--- src/rtl/sprite_line_writer.sv ---
// Sprite line renderer: scans the sprite attribute RAM for the line being
// prepared and writes opaque pixels of every hitting sprite into one half of
// the sprite line double buffer. Sprites run from NSPR-1 down to 0, so sprite 0
// is written last and ends up on top.
//
// Ports:
//   CL, RSTn           clock, asynchronous active-low reset
//   HSTART, VPOS, BANK start pulse, line number and buffer half (sampled on start)
//   SA / SD            attribute RAM address out, combinational read data in
//   CREQ, CA / CACK,CD pattern fetch handshake: {code,row,half} out, 8 pixels in
//   LA, LD, LWE        registered line buffer write port {bank,x} / {pal,pix}
//   BUSY, DONE         render in progress, one-cycle completion pulse
module sprite_line_writer #(
   parameter int unsigned NSPR = 32
) (
   input  logic        CL,
   input  logic        RSTn,
   input  logic        HSTART,
   input  logic [7:0]  VPOS,
   input  logic        BANK,
   output logic [6:0]  SA,
   input  logic [7:0]  SD,
   output logic        CREQ,
   output logic [14:0] CA,
   input  logic        CACK,
   input  logic [31:0] CD,
   output logic [9:0]  LA,
   output logic [6:0]  LD,
   output logic        LWE,
   output logic        BUSY,
   output logic        DONE
);

   localparam int unsigned IDX_W = 5;
   localparam logic [IDX_W-1:0] IDX_LAST = IDX_W'(NSPR - 1);

   typedef enum logic [2:0] {
      S_IDLE,
      S_ATTR,
      S_CHECK,
      S_FETCH,
      S_DRAW,
      S_NEXT
   } state_t;

   state_t            state_q, state_d;
   logic [IDX_W-1:0]  idx_q, idx_d;
   logic [1:0]        k_q, k_d;
   logic [2:0]        pix_q, pix_d;
   logic              half_q, half_d;
   logic [7:0]        vpos_q, vpos_d;
   logic              bank_q, bank_d;
   logic [7:0]        y_q, y_d;
   logic [7:0]        code_lo_q, code_lo_d;
   logic [6:0]        attr_q, attr_d;
   logic [7:0]        x_q, x_d;
   logic [31:0]       pat_q, pat_d;
   logic [6:0]        sa_q, sa_d;
   logic              creq_q, creq_d;
   logic [14:0]       ca_q, ca_d;
   logic [9:0]        la_q, la_d;
   logic [6:0]        ld_q, ld_d;
   logic              lwe_q, lwe_d;
   logic              busy_q, busy_d;
   logic              done_q, done_d;

   logic [7:0]        row;
   logic [3:0]        row_eff;
   logic [3:0]        nib;
   logic [8:0]        s;

   // Next-state and registered-output logic
   always_comb begin
      state_d   = state_q;
      idx_d     = idx_q;
      k_d       = k_q;
      pix_d     = pix_q;
      half_d    = half_q;
      vpos_d    = vpos_q;
      bank_d    = bank_q;
      y_d       = y_q;
      code_lo_d = code_lo_q;
      attr_d    = attr_q;
      x_d       = x_q;
      pat_d     = pat_q;
      sa_d      = sa_q;
      creq_d    = creq_q;
      ca_d      = ca_q;
      la_d      = la_q;
      ld_d      = ld_q;
      lwe_d     = 1'b0;
      busy_d    = busy_q;
      done_d    = 1'b0;

      // Row within the sprite wraps mod 256; 15-row is the 4-bit complement
      row     = vpos_q - y_q;
      row_eff = attr_q[2] ? ~row[3:0] : row[3:0];
      // flipX reads the captured word right to left
      nib     = attr_q[3] ? pat_q[{pix_q, 2'b00} +: 4]
                          : pat_q[5'd28 - {pix_q, 2'b00} +: 4];
      // Screen offset is 8*half_index + pixel
      s       = {1'b0, x_q} + {5'b0, half_q, pix_q};

      unique case (state_q)
         S_IDLE: begin
            if (HSTART) begin
               vpos_d  = VPOS;
               bank_d  = BANK;
               busy_d  = 1'b1;
               idx_d   = IDX_LAST;
               k_d     = 2'd0;
               sa_d    = {IDX_LAST, 2'b00};
               state_d = S_ATTR;
            end
         end
         S_ATTR: begin
            unique case (k_q)
               2'd0:    y_d       = SD;
               2'd1:    code_lo_d = SD;
               2'd2:    attr_d    = SD[6:0];
               default: x_d       = SD;
            endcase
            if (k_q == 2'd3) begin
               state_d = S_CHECK;
            end else begin
               k_d  = k_q + 2'd1;
               sa_d = {idx_q, k_q + 2'd1};
            end
         end
         S_CHECK: begin
            if (row[7:4] == 4'd0) begin
               creq_d  = 1'b1;
               ca_d    = {attr_q[1:0], code_lo_q, row_eff, attr_q[3]};
               half_d  = 1'b0;
               state_d = S_FETCH;
            end else begin
               state_d = S_NEXT;
            end
         end
         S_FETCH: begin
            if (CACK) begin
               pat_d   = CD;
               creq_d  = 1'b0;
               pix_d   = 3'd0;
               state_d = S_DRAW;
            end
         end
         S_DRAW: begin
            lwe_d = (nib != 4'd0) && !s[8];
            la_d  = {bank_q, s};
            ld_d  = {attr_q[6:4], nib};
            if (pix_q == 3'd7) begin
               if (!half_q) begin
                  // Second half of the row: same code/row, other pattern half
                  half_d  = 1'b1;
                  creq_d  = 1'b1;
                  ca_d    = {ca_q[14:1], ~ca_q[0]};
                  state_d = S_FETCH;
               end else begin
                  state_d = S_NEXT;
               end
            end else begin
               pix_d = pix_q + 3'd1;
            end
         end
         S_NEXT: begin
            if (idx_q == '0) begin
               done_d  = 1'b1;
               busy_d  = 1'b0;
               state_d = S_IDLE;
            end else begin
               idx_d   = idx_q - IDX_W'(1);
               k_d     = 2'd0;
               sa_d    = {idx_q - IDX_W'(1), 2'b00};
               state_d = S_ATTR;
            end
         end
         default: state_d = S_IDLE;
      endcase
   end

   // State and output registers; reset aborts any line in progress
   always_ff @(posedge CL or negedge RSTn) begin
      if (!RSTn) begin
         state_q   <= S_IDLE;
         idx_q     <= '0;
         k_q       <= '0;
         pix_q     <= '0;
         half_q    <= 1'b0;
         vpos_q    <= '0;
         bank_q    <= 1'b0;
         y_q       <= '0;
         code_lo_q <= '0;
         attr_q    <= '0;
         x_q       <= '0;
         pat_q     <= '0;
         sa_q      <= '0;
         creq_q    <= 1'b0;
         ca_q      <= '0;
         la_q      <= '0;
         ld_q      <= '0;
         lwe_q     <= 1'b0;
         busy_q    <= 1'b0;
         done_q    <= 1'b0;
      end else begin
         state_q   <= state_d;
         idx_q     <= idx_d;
         k_q       <= k_d;
         pix_q     <= pix_d;
         half_q    <= half_d;
         vpos_q    <= vpos_d;
         bank_q    <= bank_d;
         y_q       <= y_d;
         code_lo_q <= code_lo_d;
         attr_q    <= attr_d;
         x_q       <= x_d;
         pat_q     <= pat_d;
         sa_q      <= sa_d;
         creq_q    <= creq_d;
         ca_q      <= ca_d;
         la_q      <= la_d;
         ld_q      <= ld_d;
         lwe_q     <= lwe_d;
         busy_q    <= busy_d;
         done_q    <= done_d;
      end
   end

   assign SA   = sa_q;
   assign CREQ = creq_q;
   assign CA   = ca_q;
   assign LA   = la_q;
   assign LD   = ld_q;
   assign LWE  = lwe_q;
   assign BUSY = busy_q;
   assign DONE = done_q;

endmodule

--- config.mk ---
export PLATFORM = sky130hd
export DESIGN_NAME = sprite_line_writer
export DESIGN_NICKNAME = d
export VERILOG_FILES = /design/src/rtl/sprite_line_writer.sv
export SDC_FILE = /design/constraint.sdc
export NUM_CORES = 1
export LEC_CHECK = 0
export ABC_AREA = 0
export BUFFER_PORTS_ARGS = -buffer_cell sky130_fd_sc_hd__clkbuf_2
export CAP_MARGIN = 20
export CORE_ASPECT_RATIO = 1.4
export CORE_UTILIZATION = 57
export DETAILED_ROUTE_END_ITERATION = 10
export PLACE_DENSITY = 0.81
export SLEW_MARGIN = 20
export SYNTH_ARGS = -nofsm -noshare
export SYNTH_HDL_FRONTEND = slang
export SYNTH_SLANG_ARGS = --single-unit
--- constraint.sdc ---
create_clock -name CL -period 2.5 [get_ports CL]
set_input_delay 0.375 -clock CL [delete_from_list [all_inputs] [get_ports CL]]
set_output_delay 0.375 -clock CL [all_outputs]
set_load 0.01 [all_outputs]
Yosys cells after proc, flatten, opt, wreduce, memory -nomap -nowiden
Index checks and enable logic that the tools add are counted.
- bits in registers: 129
- output and inout bits: 43
- logic and storage cells: 122
- $add $sub $neg: 6
- eq/ne operators: 19
- shift-type cells: 2
- multiplexer cells: 42
- bitwise operators: 4
- reduce and logical (&&, ||, !) cells: 28
- operators by type and width (cell ; count):
    $shiftx 32x6->4 ; 2
    $pmux 15 s2 ; 1
    $mux 3 ; 8
    $mux 7 ; 3
    $pmux 7 s3 ; 1
    $ne 2x2->1 const B ; 10
    $pmux 3 s6 ; 1
    $mux 15 ; 1
    $reduce_and 3->1 ; 5
    $mux 1 ; 14
    $reduce_and 2->1 ; 6
    $reduce_and 4->1 ; 3
    $mux 5 ; 2
    $pmux 5 s2 ; 1
    $add 8x4->9 ; 1
    $eq 3x3->1 const B ; 3
    $mux 4 ; 2
    $sub 8x8->8 ; 1
    $eq 3x2->1 const B ; 2
    $mux 2 ; 3
    $pmux 2 s3 ; 1
    $pmux 3 s2 ; 1
    $reduce_bool 2->1 ; 3
    $reduce_bool 3->1 ; 2
    other kinds (20) ; 24

Depth between registers and ports, before layout
- depth after elaboration: 6
- mapped depth: 12
- gate-level depth less buffers: 11

Worst setup path before layout
OpenSTA, ideal clock, no wires.
- path type: reg-to-reg
- start point: register pix_q[1]
- end point: register la_q[6] (netlist: LA[6])
- library setup time: 83 ps
- arrival time: 2140 ps
- data required time: 2417 ps
- setup slack: 277 ps
- stages on the path, launching flop included: 11
- cells stage by stage: dfrtp_1 clkbuf_1 clkinv_1 fa_1 nor2b_1 o21ai_0 nand2b_1 and2_1 nand2_1 xor2_1 o21ai_0
- cells in the longest elaborated chain, start to end: 1
- ends and longest elaborated chain (what ; RTL line ; text):
    from (decl) ; 49 ; logic [2:0] pix_q, pix_d;
    from (signal assigned) ; 209 ; pix_q <= pix_d;
    $add 8x4->9 ; 102 ; s = {1'b0, x_q} + {5'b0, half_q, pix_q};
    to (signal assigned) ; 221 ; la_q <= la_d;
    to (decl) ; 61 ; logic [9:0] la_q, la_d;
No other way between the ends.
A chain may end at the register's enable or synchronous reset.

Worst setup path after layout
- start point: register y_q[5]
- end point: register half_q
- cells in the longest elaborated chain, start to end: 4
- ends and longest elaborated chain (what ; RTL line ; text):
    from (decl) ; 53 ; logic [7:0] y_q, y_d;
    from (signal assigned) ; 213 ; y_q <= y_d;
    $sub 8x8->8 ; 96 ; row = vpos_q - y_q;
    $logic_not 4->1 ; 131 ; if (row[7:4] == 4'd0) begin
    $ne 2x2->1 (no source line) ; -- ;
    $reduce_and 3->1 (no source line) ; -- ;
    to (signal assigned) ; 210 ; half_q <= half_d;
    to (decl) ; 50 ; logic half_q, half_d;
No other way between the ends.

==> flow_metrics.py <==
metrics = {
    "logic_synthesis": {
        "syn-cell-area_mm2": 0.00630,
        "synth.avg_cell_area_um2": 10.9,
        "post_synth_edffs": 0,
        "postSynth.topFlopCell": "dfrtp_1",
        "synth_top_cell_area_share_pct": 51.3,
        "yosysWarningCount": 0,
        "yosys_register_bits": 129,
        "synthTopCellsByArea": "dfrtp_1, mux2_2, nand2_1, ha_1, o21ai_0",
        "post-synth-top-area-cell": "dfrtp_1",
        "synth_cell_types": 53,
        "syn_nets": 654,
        "synthesis.instances": 579,
        "synth_seq_area_share_pct": 51.3,
        "synth_async_sr_flop_share_pct": 100,
    },
    "clock_tree": {
        "cts_made_buffers": 17,
        "cts_tree": "built",
        "clock-root-buffer": "clkbuf_16",
        "clock_sinks": 129,
        "clk_transition_reported_paths_ps": 60,
        "worst_skew_pair_latency_ps": 410,
        "max-clock-path-buffers": 2,
        "deepest_level_of_the_cts_h_tree": 4,
    },
    "timing": {
        "finalCriticalPeriod_ps": 2560,
        "setup-violations-final": 9,
        "report.final.hold_viol_count": 0,
        "maxSlewHeadroom_pct": 59.1,
        "final-max-slew-violation-count": 0,
        "achievable-frequency_ghz": 0.391,
        "timing_worst_slew_pin_value_ps": 612,
        "post-route-period-util_pct": 102,
        "final.setup.worst_slack_ps": -57.4,
        "finClkSkew_ps": 6.68,
    },
    "min_path": {
        "worst_hold_path.num_cells": 3,
        "hold_path.class": "in2reg",
    },
    "layout": {
        "layout.nets": 763,
        "multiInputGateArea_mm2": 0.00297,
        "layout.cell_area.non_filler_mm2": 0.00773,
        "layout.filler_cells": 747,
        "area.growth.synth_to_final_pct": 22.8,
        "layout-drive-gt1-share_pct": 36.5,
        "regArea_mm2": 0.00323,
        "final_core_util_pct": 71.6,
        "antenna-diode-count": 0,
    },
    "placed_design": {
        "post-dp-hpwl_mm": 10.1,
        "placement_cell_area_mm2": 0.00698,
        "gp_congestion": 0.891,
        "port_buffers": 95,
    },
    "detailed_routing": {
        "drt-met1-wl_mm": 5.66,
        "drt-vias-per-instance": 5.88,
        "totalWireLength_mm": 15.1,
        "route.detailed.drc": 0,
        "drt-initial-drc-count": 284,
        "maxUsedRoutingLayer": "met4",
        "antenna_violating_nets_post_route": 0,
        "met2WireLength_mm": 7.96,
        "wl_per_cell_um": 18.0,
        "wl_met3_um": 840,
        "drtPass1Iterations": 4,
        "routed-via-count": 4949,
    },
    "floorplan": {
        "placeableCoreArea_mm2": 0.0108,
        "fp.dieH_um": 126,
        "start_util_pct": 58.3,
        "dieWidth_um": 90.8,
        "die_footprint_mm2": 0.0115,
        "rows": 45,
        "pin_count": 96,
    },
    "power_and_ir_drop": {
        "power_mw": 10.9,
        "power_leakage_nw": 3.64,
        "power_per_cell_area_mw_per_mm2": 1410,
        "ir_worst_vdd_v": 0.000907,
    },
    "critical_path": {
        "reg2regPathDepth": 11,
        "critical_path.startpoint_type": "register",
        "worstSetupEndpointType": "register",
        "crit_path_max_fanout": 15,
        "data_arrival_critical_path_ps": 2860,
        "required_ps": 2800,
        "worstSetupPathType": "reg2reg",
    },
    "grt": {
        "grt_pass1_wl_mm": 23.8,
        "grt_use_total_pct": 26.7,
        "number_of_global_route_vias_before_repair": 4940,
        "grt_antenna_before_repair": 0,
        "grt_remaining_overflow": 0,
        "grt_start_max_net_pins": 59,
    },
    "status": {
        "status": "finished with violations",
        "violations": "setup timing",
    },
    "run": {
        "max_cap_violations": 0,
    },
}
[critical path, cell delays in order (launching register included)]
cell and delay (ps):
dfrtp_1 360, inv_1 150, ha_4 250, nor4b_1 160
a31oi_1 320, nand4b_1 260, a211oi_4 350, nand2b_4 100
buf_4 160, clkbuf_16 170, inv_1 80, nor2_1 60
[path summary, 6_finish.rpt]
| path | from | end | slack, ps |
|---|---|---|---|
| min | VPOS[0] | vpos_q[0] | 190 |
| max reg2reg | y_q[5] | half_q | -60 |
| max | y_q[5] | half_q | -60 |
| max in group asynchronous | RSTn | LA[9] | 1210 |
| min in group asynchronous | RSTn | pat_q[15] | 490 |
| min reg2reg | bank_q | LA[9] | 480 |
[area by class of cell]
type                       instances  share of cell area [%]
sequential                       129                    41.7
multi-input combinational        402                    38.5
timing repair buffer             118                    9.27
clock buffer                      17                    5.50
tap                              141                    2.28
clock inverter                    15                    1.80
inverter                          20                   0.971
[kinds of logic (layout without fill, tap and decap cells)]
kind of cell	after synthesis	count (layout)	synth area share (%)
buf+inv	48	170	3.04
flops	129	129	51.3
fa+ha+maj	22	22	4.61
simple gates	155	155	11.2
mux	90	90	15.9
xor+xnor	18	18	2.62
compound gates	117	117	11.3
[synth_stat cells (2+ instances only)]
cell type / number
a211o_1: 2
a211oi_1: 3
a21oi_1: 30
a22o_1: 2
a31oi_1: 6
and2_1: 6
buf_1: 4
buf_2: 6
clkbuf_1: 17
dfrtp_1: 129
fa_1: 2
ha_1: 20
inv_1: 19
mux2_2: 81
mux2i_1: 9
nand2_1: 86
nand2b_1: 9
nand3_1: 5
nand4_1: 2
nor2_1: 23
nor2b_1: 6
nor3_1: 2
nor3b_1: 4
nor4b_1: 3
o21ai_0: 35
o21ai_1: 11
o21bai_1: 2
o22ai_1: 10
o31ai_1: 2
o31ai_2: 4
or3_1: 2
xnor2_1: 7
xor2_1: 10
[placed cells by master, fill, tap and decap left out, types with 9 or more instances in the layout]
cell type and instances:
a21oi_1 28, ha_1 17, o21ai_0 34, xor2_1 10
inv_1 18, o21ai_1 12, nor2_1 23, clkbuf_16 19
mux2i_1 9, buf_4 18, mux2_2 81, clkbuf_2 94
o22ai_1 10, dfrtp_1 129, nand2_1 86
[metrics by stage]
step                instances  hold WS (ps)  setup WS (ps)  TNS (ps)
detailed placement        802           400          -22.1     -22.1
finish                    842           189          -57.4      -228
CTS                       835           179           16.8         0
floorplan                 579          79.4            277         0
global placement          802           389            152         0
global route              842           175           -108     -1100
[per-layer routing]
metal  vias to the layer above  track usage [%]
met5                         -                0
met4                         0             14.0
met3                        53             5.70
met2                       187             47.0
met1                      2461             30.4
li1                       2248                -
[where the power goes]
part	total, mW	internal (mW)	switching (mW)	leakage, nW
Sequential	3.62	2.99	0.634	1.56
Combinational	4.95	2.29	2.66	1.80
Clock	2.34	1.32	1.03	0.272
Total	10.9	6.59	4.32	3.64
[flip-flops by register name (all words and copies together), names as in the netlist, 2 cells and up]
| name | cells |
|---|---|
| pat_q | 32 |
| CA | 15 |
| LA | 10 |
| code_lo_q | 8 |
| vpos_q | 8 |
| x_q | 8 |
| y_q | 8 |
| LD | 7 |
| SA | 7 |
| attr_q | 7 |
| idx_q | 5 |
| pix_q | 3 |
| state_q | 3 |
| k_q | 2 |
[timing repair]
item                                    CTS  global route
resized for setup                         1            18
hold buffers                              1             0
pin swaps                                 0             5
cloned                                    0             2
endpoints found under the hold margin    41             0
setup buffers                             0             5
endpoints found under the setup margin    1            25
Power figures use the tool's default switching activity.
